$ cat config.mk
export PLATFORM = sky130hd
export DESIGN_NAME = pipe_trace_monitor_flat
export DESIGN_NICKNAME = d
export VERILOG_FILES = /design/src/rtl/pipe_trace_monitor_if.sv /design/src/rtl/pipe_trace_monitor.sv /design/src/flat_wrapper.sv
export SDC_FILE = /design/constraint.sdc
export NUM_CORES = 2
export LEC_CHECK = 0
export BUFFER_PORTS_ARGS = -buffer_cell sky130_fd_sc_hd__buf_2
export CAP_MARGIN = 20
export CORE_AREA = 5 5 405 407
export DETAILED_ROUTE_END_ITERATION = 7
export DIE_AREA = 0 0 410 412
export HOLD_SLACK_MARGIN = 0.05
export PLACE_DENSITY = 0.61
export SLEW_MARGIN = 5
export SYNTH_ARGS = -nofsm -noshare
export SYNTH_HDL_FRONTEND = slang
export SYNTH_SLANG_ARGS = --single-unit
$ cat constraint.sdc
create_clock -name clk -period 10.9 [get_ports clk]
set_input_delay 1.09 -clock clk [delete_from_list [all_inputs] [get_ports clk]]
set_output_delay 1.09 -clock clk [all_outputs]
set_load 0.02 [all_outputs]
$ cat src/rtl/pipe_trace_monitor_if.sv
// Event channel between pipe_trace_monitor and whatever drains its capture
// FIFO (bench or debug port). Valid/ready handshake with a show-ahead head.
interface pipe_trace_monitor_if #(
  parameter int AW = 32,
  parameter int DW = 32,
  parameter int CW = 32
);
  logic          ev_valid;
  logic          ev_ready;
  logic [AW-1:0] ev_addr;
  logic [DW-1:0] ev_data;
  logic [CW-1:0] ev_cycle;

  // Producer side: the monitor presents the head event.
  modport master (
    output ev_valid, ev_addr, ev_data, ev_cycle,
    input  ev_ready
  );

  // Consumer side: accepts the head event with ev_ready.
  modport slave (
    input  ev_valid, ev_addr, ev_data, ev_cycle,
    output ev_ready
  );
endinterface

$ cat src/rtl/pipe_trace_monitor.sv
// Run monitor for the pipelined MIPS core.
// Counts RUN cycles, retired instructions, decode stalls/flushes and data
// memory writes; stops when the fetch PC hits the finish address latched at
// start; records every data-memory write as a time-stamped event in a
// show-ahead FIFO with sticky overflow reporting.
// Optional watchdog: define PIPE_TRACE_MONITOR_WATCHDOG_EN to end a run that
// reaches TIMEOUT counted cycles without a finish match.
module pipe_trace_monitor #(
  parameter int AW      = 32,
  parameter int DW      = 32,
  parameter int CW      = 32,
  parameter int DEPTH   = 16,
  parameter int TIMEOUT = 25000
) (
  input  logic          clk,
  input  logic          reset,
  input  logic          start,
  input  logic          clear,
  input  logic [AW-1:0] pc,
  input  logic [AW-1:0] pc_finish,
  input  logic          stallD,
  input  logic          flushD,
  input  logic          memwrite,
  input  logic [AW-1:0] mem_addr,
  input  logic [DW-1:0] mem_wdata,
  pipe_trace_monitor_if.master ev,
  output logic [CW-1:0] cycle_cnt,
  output logic [CW-1:0] instr_cnt,
  output logic [CW-1:0] stall_cnt,
  output logic [CW-1:0] flush_cnt,
  output logic [CW-1:0] wr_cnt,
  output logic [CW-1:0] drop_cnt,
  output logic          running,
  output logic          finished,
  output logic          overflow,
  output logic          timeout
);

  localparam int PW = $clog2(DEPTH);

  typedef enum logic [1:0] {IDLE, RUN, DONE} state_t;

  typedef struct packed {
    logic [AW-1:0] addr;
    logic [DW-1:0] data;
    logic [CW-1:0] cyc;
  } entry_t;

  state_t        state;
  logic [AW-1:0] fin_q;
  entry_t        mem [DEPTH];
  entry_t        head;
  logic [PW:0]   wr_ptr;
  logic [PW:0]   rd_ptr;

  logic match;
  logic active;
  logic empty;
  logic full;
  logic push;
  logic pop;
  logic push_ok;
  logic drop;
  logic stop_run;

  // The match cycle behaves like a gated core clock: nothing counts or pushes.
  assign match  = (state == RUN) && (pc == fin_q);
  assign active = (state == RUN) && !match;

  // Extra wrap bit on each pointer distinguishes full from empty.
  assign empty = (wr_ptr == rd_ptr);
  assign full  = (wr_ptr[PW] != rd_ptr[PW]) && (wr_ptr[PW-1:0] == rd_ptr[PW-1:0]);

  assign push    = active && memwrite;
  assign pop     = !empty && ev.ev_ready;
  assign push_ok = push && (!full || pop);
  assign drop    = push && full && !pop;

`ifdef PIPE_TRACE_MONITOR_WATCHDOG_EN
  logic wd_hit;

  // Fires on the counted cycle that brings cycle_cnt up to TIMEOUT.
  assign wd_hit   = active && (cycle_cnt == CW'(TIMEOUT - 1));
  assign stop_run = match || wd_hit;

  // Sticky watchdog flag, cleared only by clear or reset.
  always_ff @(posedge clk or negedge reset) begin
    if (!reset) begin
      timeout <= 1'b0;
    end else if (clear) begin
      timeout <= 1'b0;
    end else if (wd_hit) begin
      timeout <= 1'b1;
    end
  end
`else
  logic unused_timeout;

  assign stop_run       = match;
  assign timeout        = 1'b0;
  assign unused_timeout = ^TIMEOUT;
`endif

  // Run-control FSM with registered running/finished flags.
  // NOTE: state is updated with non-blocking assignments so every flop samples
  // pre-edge values; blocking here would create order-dependent simulation.
  always_ff @(posedge clk or negedge reset) begin
    if (!reset) begin
      state    <= IDLE;
      fin_q    <= '0;
      running  <= 1'b0;
      finished <= 1'b0;
    end else if (clear) begin
      state    <= IDLE;
      running  <= 1'b0;
      finished <= 1'b0;
    end else begin
      case (state)
        IDLE: begin
          if (start) begin
            state   <= RUN;
            fin_q   <= pc_finish;
            running <= 1'b1;
          end
        end
        RUN: begin
          if (stop_run) begin
            state    <= DONE;
            running  <= 1'b0;
            finished <= 1'b1;
          end
        end
        DONE: begin
          state <= DONE;
        end
        default: begin
          state    <= IDLE;
          running  <= 1'b0;
          finished <= 1'b0;
        end
      endcase
    end
  end

  // Performance counters and sticky overflow flag.
  always_ff @(posedge clk or negedge reset) begin
    if (!reset) begin
      cycle_cnt <= '0;
      instr_cnt <= '0;
      stall_cnt <= '0;
      flush_cnt <= '0;
      wr_cnt    <= '0;
      drop_cnt  <= '0;
      overflow  <= 1'b0;
    end else if (clear) begin
      cycle_cnt <= '0;
      instr_cnt <= '0;
      stall_cnt <= '0;
      flush_cnt <= '0;
      wr_cnt    <= '0;
      drop_cnt  <= '0;
      overflow  <= 1'b0;
    end else begin
      if (active) begin
        cycle_cnt <= cycle_cnt + CW'(1);
        if (!stallD && !flushD) instr_cnt <= instr_cnt + CW'(1);
        if (stallD)             stall_cnt <= stall_cnt + CW'(1);
        if (flushD)             flush_cnt <= flush_cnt + CW'(1);
      end
      if (push_ok) wr_cnt <= wr_cnt + CW'(1);
      if (drop) begin
        drop_cnt <= drop_cnt + CW'(1);
        overflow <= 1'b1;
      end
    end
  end

  // FIFO read/write pointers.
  always_ff @(posedge clk or negedge reset) begin
    if (!reset) begin
      wr_ptr <= '0;
      rd_ptr <= '0;
    end else if (clear) begin
      wr_ptr <= '0;
      rd_ptr <= '0;
    end else begin
      if (push_ok) wr_ptr <= wr_ptr + (PW+1)'(1);
      if (pop)     rd_ptr <= rd_ptr + (PW+1)'(1);
    end
  end

  // Event storage; the stamp is the 1-based index of the pushing cycle.
  // NOTE: storage has no reset; the pointers alone define which entries are
  // valid, and the outputs are forced to zero while the FIFO is empty.
  always_ff @(posedge clk) begin
    if (push_ok) begin
      mem[wr_ptr[PW-1:0]] <= '{addr: mem_addr, data: mem_wdata, cyc: cycle_cnt + CW'(1)};
    end
  end

  // Show-ahead head of the FIFO.
  assign head        = mem[rd_ptr[PW-1:0]];
  assign ev.ev_valid = !empty;
  assign ev.ev_addr  = empty ? '0 : head.addr;
  assign ev.ev_data  = empty ? '0 : head.data;
  assign ev.ev_cycle = empty ? '0 : head.cyc;

endmodule

$ cat src/flat_wrapper.sv
// flat-port wrapper written by rule: the top's interface ports become plain ports
module pipe_trace_monitor_flat 
#(
  parameter int AW      = 32,
  parameter int DW      = 32,
  parameter int CW      = 32,
  parameter int DEPTH   = 16,
  parameter int TIMEOUT = 25000
)
  (clk, reset, start, clear, pc, pc_finish, stallD, flushD, memwrite, mem_addr, mem_wdata, cycle_cnt, instr_cnt, stall_cnt, flush_cnt, wr_cnt, drop_cnt, running, finished, overflow, timeout, ev_ev_valid, ev_ev_addr, ev_ev_data, ev_ev_cycle, ev_ev_ready);
  pipe_trace_monitor_if #(.AW(AW), .DW(DW), .CW(CW)) ev_i ();
  input  logic clk;
  input  logic reset;
  input  logic start;
  input  logic clear;
  input  logic [AW-1:0] pc;
  input  logic [AW-1:0] pc_finish;
  input  logic stallD;
  input  logic flushD;
  input  logic memwrite;
  input  logic [AW-1:0] mem_addr;
  input  logic [DW-1:0] mem_wdata;
  output logic [CW-1:0] cycle_cnt;
  output logic [CW-1:0] instr_cnt;
  output logic [CW-1:0] stall_cnt;
  output logic [CW-1:0] flush_cnt;
  output logic [CW-1:0] wr_cnt;
  output logic [CW-1:0] drop_cnt;
  output logic running;
  output logic finished;
  output logic overflow;
  output logic timeout;
  output wire logic [$bits(ev_i.ev_valid)-1:0] ev_ev_valid;
  output wire logic [$bits(ev_i.ev_addr)-1:0] ev_ev_addr;
  output wire logic [$bits(ev_i.ev_data)-1:0] ev_ev_data;
  output wire logic [$bits(ev_i.ev_cycle)-1:0] ev_ev_cycle;
  input wire logic [$bits(ev_i.ev_ready)-1:0] ev_ev_ready;
  assign ev_ev_valid = ev_i.ev_valid;
  assign ev_ev_addr = ev_i.ev_addr;
  assign ev_ev_data = ev_i.ev_data;
  assign ev_ev_cycle = ev_i.ev_cycle;
  assign ev_i.ev_ready = ev_ev_ready;
  pipe_trace_monitor #(.AW(AW), .DW(DW), .CW(CW), .DEPTH(DEPTH), .TIMEOUT(TIMEOUT)) u_core (.clk(clk), .reset(reset), .start(start), .clear(clear), .pc(pc), .pc_finish(pc_finish), .stallD(stallD), .flushD(flushD), .memwrite(memwrite), .mem_addr(mem_addr), .mem_wdata(mem_wdata), .ev(ev_i), .cycle_cnt(cycle_cnt), .instr_cnt(instr_cnt), .stall_cnt(stall_cnt), .flush_cnt(flush_cnt), .wr_cnt(wr_cnt), .drop_cnt(drop_cnt), .running(running), .finished(finished), .overflow(overflow), .timeout(timeout));
endmodule
==> flow_summary.yaml <==
sta:
  worst_clock_skew_ps: 50.65
  max_clock_freq_ghz: 0.1629
  setup_repair_after_global_routing_missed_its_margin: "false"
  finalCriticalPeriod_ps: 6139
  fin_ws_ps: 4761
  fin_tns_setup_ps: 0
  finalHoldViolCount: 0
  worstMarginPinSlew_ps: 1131
  final_setup_violation_count: 0
  final.period_utilization_pct: 56.32
  max-slew-margin-rel_pct: 24.61
  final_max_slew_viol_count: 0
synthesis:
  synth.cell_area_um2: 71500
  synth_common_cells: "1536 x sky130_fd_sc_hd__edfxtp_1, 480 x sky130_fd_sc_hd__mux4_2, 239 x sky130_fd_sc_hd__dfrtp_1"
  mappedNetlistNets: 3817
  post_synthesis_cell_type_with_the_largest_combined_area: "sky130_fd_sc_hd__edfxtp_1"
  synth.yosys.seq_area_share_pct: 72.88
  syn_avg_cell_area_um2: 19.50
  post_synth_arst_share_pct: 13.46
  ys.warnings.count: 0
  yosys_most_used_dff: "sky130_fd_sc_hd__edfxtp_1"
  gate_count_after_technology_mapping: 3667
  synth_cell_type_count: 63
  synth-seq-cells: 1775
  synth.area.top_cells: "sky130_fd_sc_hd__edfxtp_1 65%, sky130_fd_sc_hd__mux4_2 15%, sky130_fd_sc_hd__dfrtp_1 8.4%, sky130_fd_sc_hd__and2_1 0.94%, sky130_fd_sc_hd__xor2_1 0.92%"
  yosysMostFrequentCell: "sky130_fd_sc_hd__edfxtp_1"
  synth_edf_count: 1536
  area_fraction_of_the_dominant_cell_type_after_synthesis_pct: 64.51
routing:
  drt-initial-drc-count: 2929
  drtPass1Iterations: 5
  routed_wire_length_per_instance_um: 27.97
  num_vias: 37623
  drc: 0
  drtAntennaViolNets: 0
  totalWireLength_um: 179000
  avgViaCountPerCell: 5.878
floorplanning:
  initial_utilization_pct: 44.73
  die_area_um2: 168900
  boundary_pin_count: 429
  core_region_area_um2: 159800
  die_width_um: 410
  rows: 147
  die_h_um: 412
clock_network:
  clock_root_cell: "sky130_fd_sc_hd__clkbuf_16"
  cts_tree: "yes"
  htree_num_levels: 4
  clkSinkCount: 1775
  cts_repair_resize_count: 0
  ctsHoldBuffers: 0
  cts_setup_buffers: 0
  clk-insertion-delay-late_ps: 810
  clk_transition_reported_paths_ps: 60
  cts_buf_count: 182
  max-clock-path-buffers: 3
layout:
  fraction_of_final_layout_cells_sized_beyond_drive_strength_1_pct: 31.76
  fillerInstances: 12824
  finish.net_count: 4317
  areaGrowthSynthToFinish_pct: 14.75
critical_path:
  regToRegSetupSlack_ps: 6380
  crit_path_start_kind: "register"
  path_max_fanout: 48
  critPathBufInv: 3
  cells_along_the_critical_path: "buf_4, buf_4, mux4_2, mux4_2, and2_1, buf_2"
  timing.critical_path.required_ps: 9810
  max_stage_delay_ps: 1040
  path_delay_family: "buffers and inverters"
  criticalPathCategory: "register to primary output"
  cpMaxStageDelayCell: "sky130_fd_sc_hd__dfrtp_4"
  critPathCaptureType: "primary output"
  critPathArrivalTime_ps: 5050
outcome:
  run_status: "complete, no violations"
grt:
  grt_pass1_wl_um: 263600
  grt_max_degree: 167
  global_route.overflow_total: 0
  vias_in_the_first_global_route: 38769
  grt_antenna_before_repair: 14
  grt_util_all_layers_pct: 21.09
flow_run:
  timing.max_cap.violations: 0
power_and_ir_drop:
  p_leak_nw: 26.62
  power.ir.vdd_worst_uv: 150.4
  powerDensity_nw_per_um2: 181.6
place:
  io_buffer_count: 427
  place_ws_ps: 5255
  routability_congestion_estimate: 0.8054
  post-dp-hpwl_um: 99190
min_path:
  hold_path_class: "primary input to asynchronous set/reset pin"
## layer usage
layer  vias to the layer above  track usage (%)  wire (µm)
met4                         4            4.044       2695
li1                      16121                -          -
met2                      1172            33.73      85700
met5                         -                0         27
met1                     20112            29.34      76090
met3                       214            6.142      14500
## power by group
group | total [mW] | internal (mW) | switching, mW
Combinational | 1.42 | 0.635 | 0.780
Clock | 5.96 | 3.34 | 2.62
Sequential | 7.53 | 7.46 | 0.0710
Total | 14.9 | 11.4 | 3.47
## layout make-up
type                       count  area, µm²  share of cell area [%]
sequential                  1775      52120                   63.53
inverter                      42      157.7                  0.1922
multi-input combinational   1641      18480                   22.53
timing repair buffer         525       2950                   3.596
antenna                        1      2.502                0.003050
clock buffer                 224       4773                   5.818
clock inverter               107      948.4                   1.156
tap                         2086       2610                   3.181
## cell usage in the layout (no fill, tap or decap), types with 19 or more instances in the layout
cell type                   count
sky130_fd_sc_hd__buf_4         91
sky130_fd_sc_hd__nor4_1        20
sky130_fd_sc_hd__xor2_1        75
sky130_fd_sc_hd__o211ai_1      22
sky130_fd_sc_hd__clkbuf_1      37
sky130_fd_sc_hd__nand2_1       78
sky130_fd_sc_hd__and3_1        25
sky130_fd_sc_hd__o21ai_0       48
sky130_fd_sc_hd__nand4_1       53
sky130_fd_sc_hd__o31ai_1       54
sky130_fd_sc_hd__clkinv_1      44
sky130_fd_sc_hd__edfxtp_1    1536
sky130_fd_sc_hd__and2_1       106
sky130_fd_sc_hd__or3_1         48
sky130_fd_sc_hd__or4_1         61
sky130_fd_sc_hd__buf_2        425
sky130_fd_sc_hd__nor2_1        95
sky130_fd_sc_hd__a21oi_1      123
sky130_fd_sc_hd__or2_2         19
sky130_fd_sc_hd__xnor2_1       26
sky130_fd_sc_hd__clkbuf_16    183
sky130_fd_sc_hd__inv_1         41
sky130_fd_sc_hd__dfrtp_1      235
sky130_fd_sc_hd__mux4_2       480
sky130_fd_sc_hd__mux2_2        45
sky130_fd_sc_hd__nand3_1       69
sky130_fd_sc_hd__clkinv_2      32
## cell families after synthesis
logic type / after synthesis / share of synthesized area [%]
simple gates: 663 / 5.299
fa+ha+maj: 14 / 0.2450
flops: 1775 / 72.88
xor+xnor: 101 / 1.237
mux: 528 / 15.87
other cells: 1 / 0.005245
compound gates: 334 / 3.033
buf+inv: 251 / 1.435
## metrics by stage
| stage | total power, mW | cells | util [%] | hold slack, ps | instance area, µm² |
|---|---|---|---|---|---|
| finish | 14.90 | 6401 | 51.33 | 369.9 | 82040 |
| global route | 15.45 | 6400 | 51.33 | 389.2 | 82040 |
| CTS | 15.08 | 6384 | 51.23 | 354.8 | 81890 |
| detailed placement | 9.125 | 6053 | 47.65 | 508.4 | 76170 |
| global placement | 9.106 | 6050 | 47.64 | 506.2 | 76140 |
| floorplan | 8.648 | 3667 | - | 499.8 | 71500 |
## final timing paths
| path | start | end | depth (start not counted) |
|---|---|---|---|
| max in group asynchronous | reset | u_core.flush_cnt[0]$_DFFE_PN0P_ | 3 |
| min in group clk | u_core.overflow$_DFFE_PN0P_ | u_core.overflow$_DFFE_PN0P_ | 2 |
| hold / removal | reset | u_core.stall_cnt[31]$_DFFE_PN0P_ | 1 |
| setup reg to reg | u_core.rd_ptr[0]$_DFFE_PN0P_ | u_core.mem[1][70]$_DFFE_PP_ | 9 |
| hold reg to reg | u_core.overflow$_DFFE_PN0P_ | u_core.overflow$_DFFE_PN0P_ | 2 |
| setup / recovery | u_core.rd_ptr[0]$_DFFE_PN0P_ | ev_ev_addr[30] | 6 |
## state kept, by name (all words and copies together), names as in the netlist
| register | count |
|---|---|
| u_core.overflow | 1 |
| u_core.running | 1 |
| u_core.wr_ptr | 5 |
| u_core.mem | 1536 |
| u_core.state | 2 |
| u_core.wr_cnt | 32 |
| u_core.flush_cnt | 32 |
| u_core.stall_cnt | 32 |
| u_core.finished | 1 |
| u_core.drop_cnt | 32 |
| u_core.cycle_cnt | 32 |
| u_core.rd_ptr | 5 |
| u_core.instr_cnt | 32 |
| u_core.fin_q | 32 |
Power figures use the tool's default switching activity.
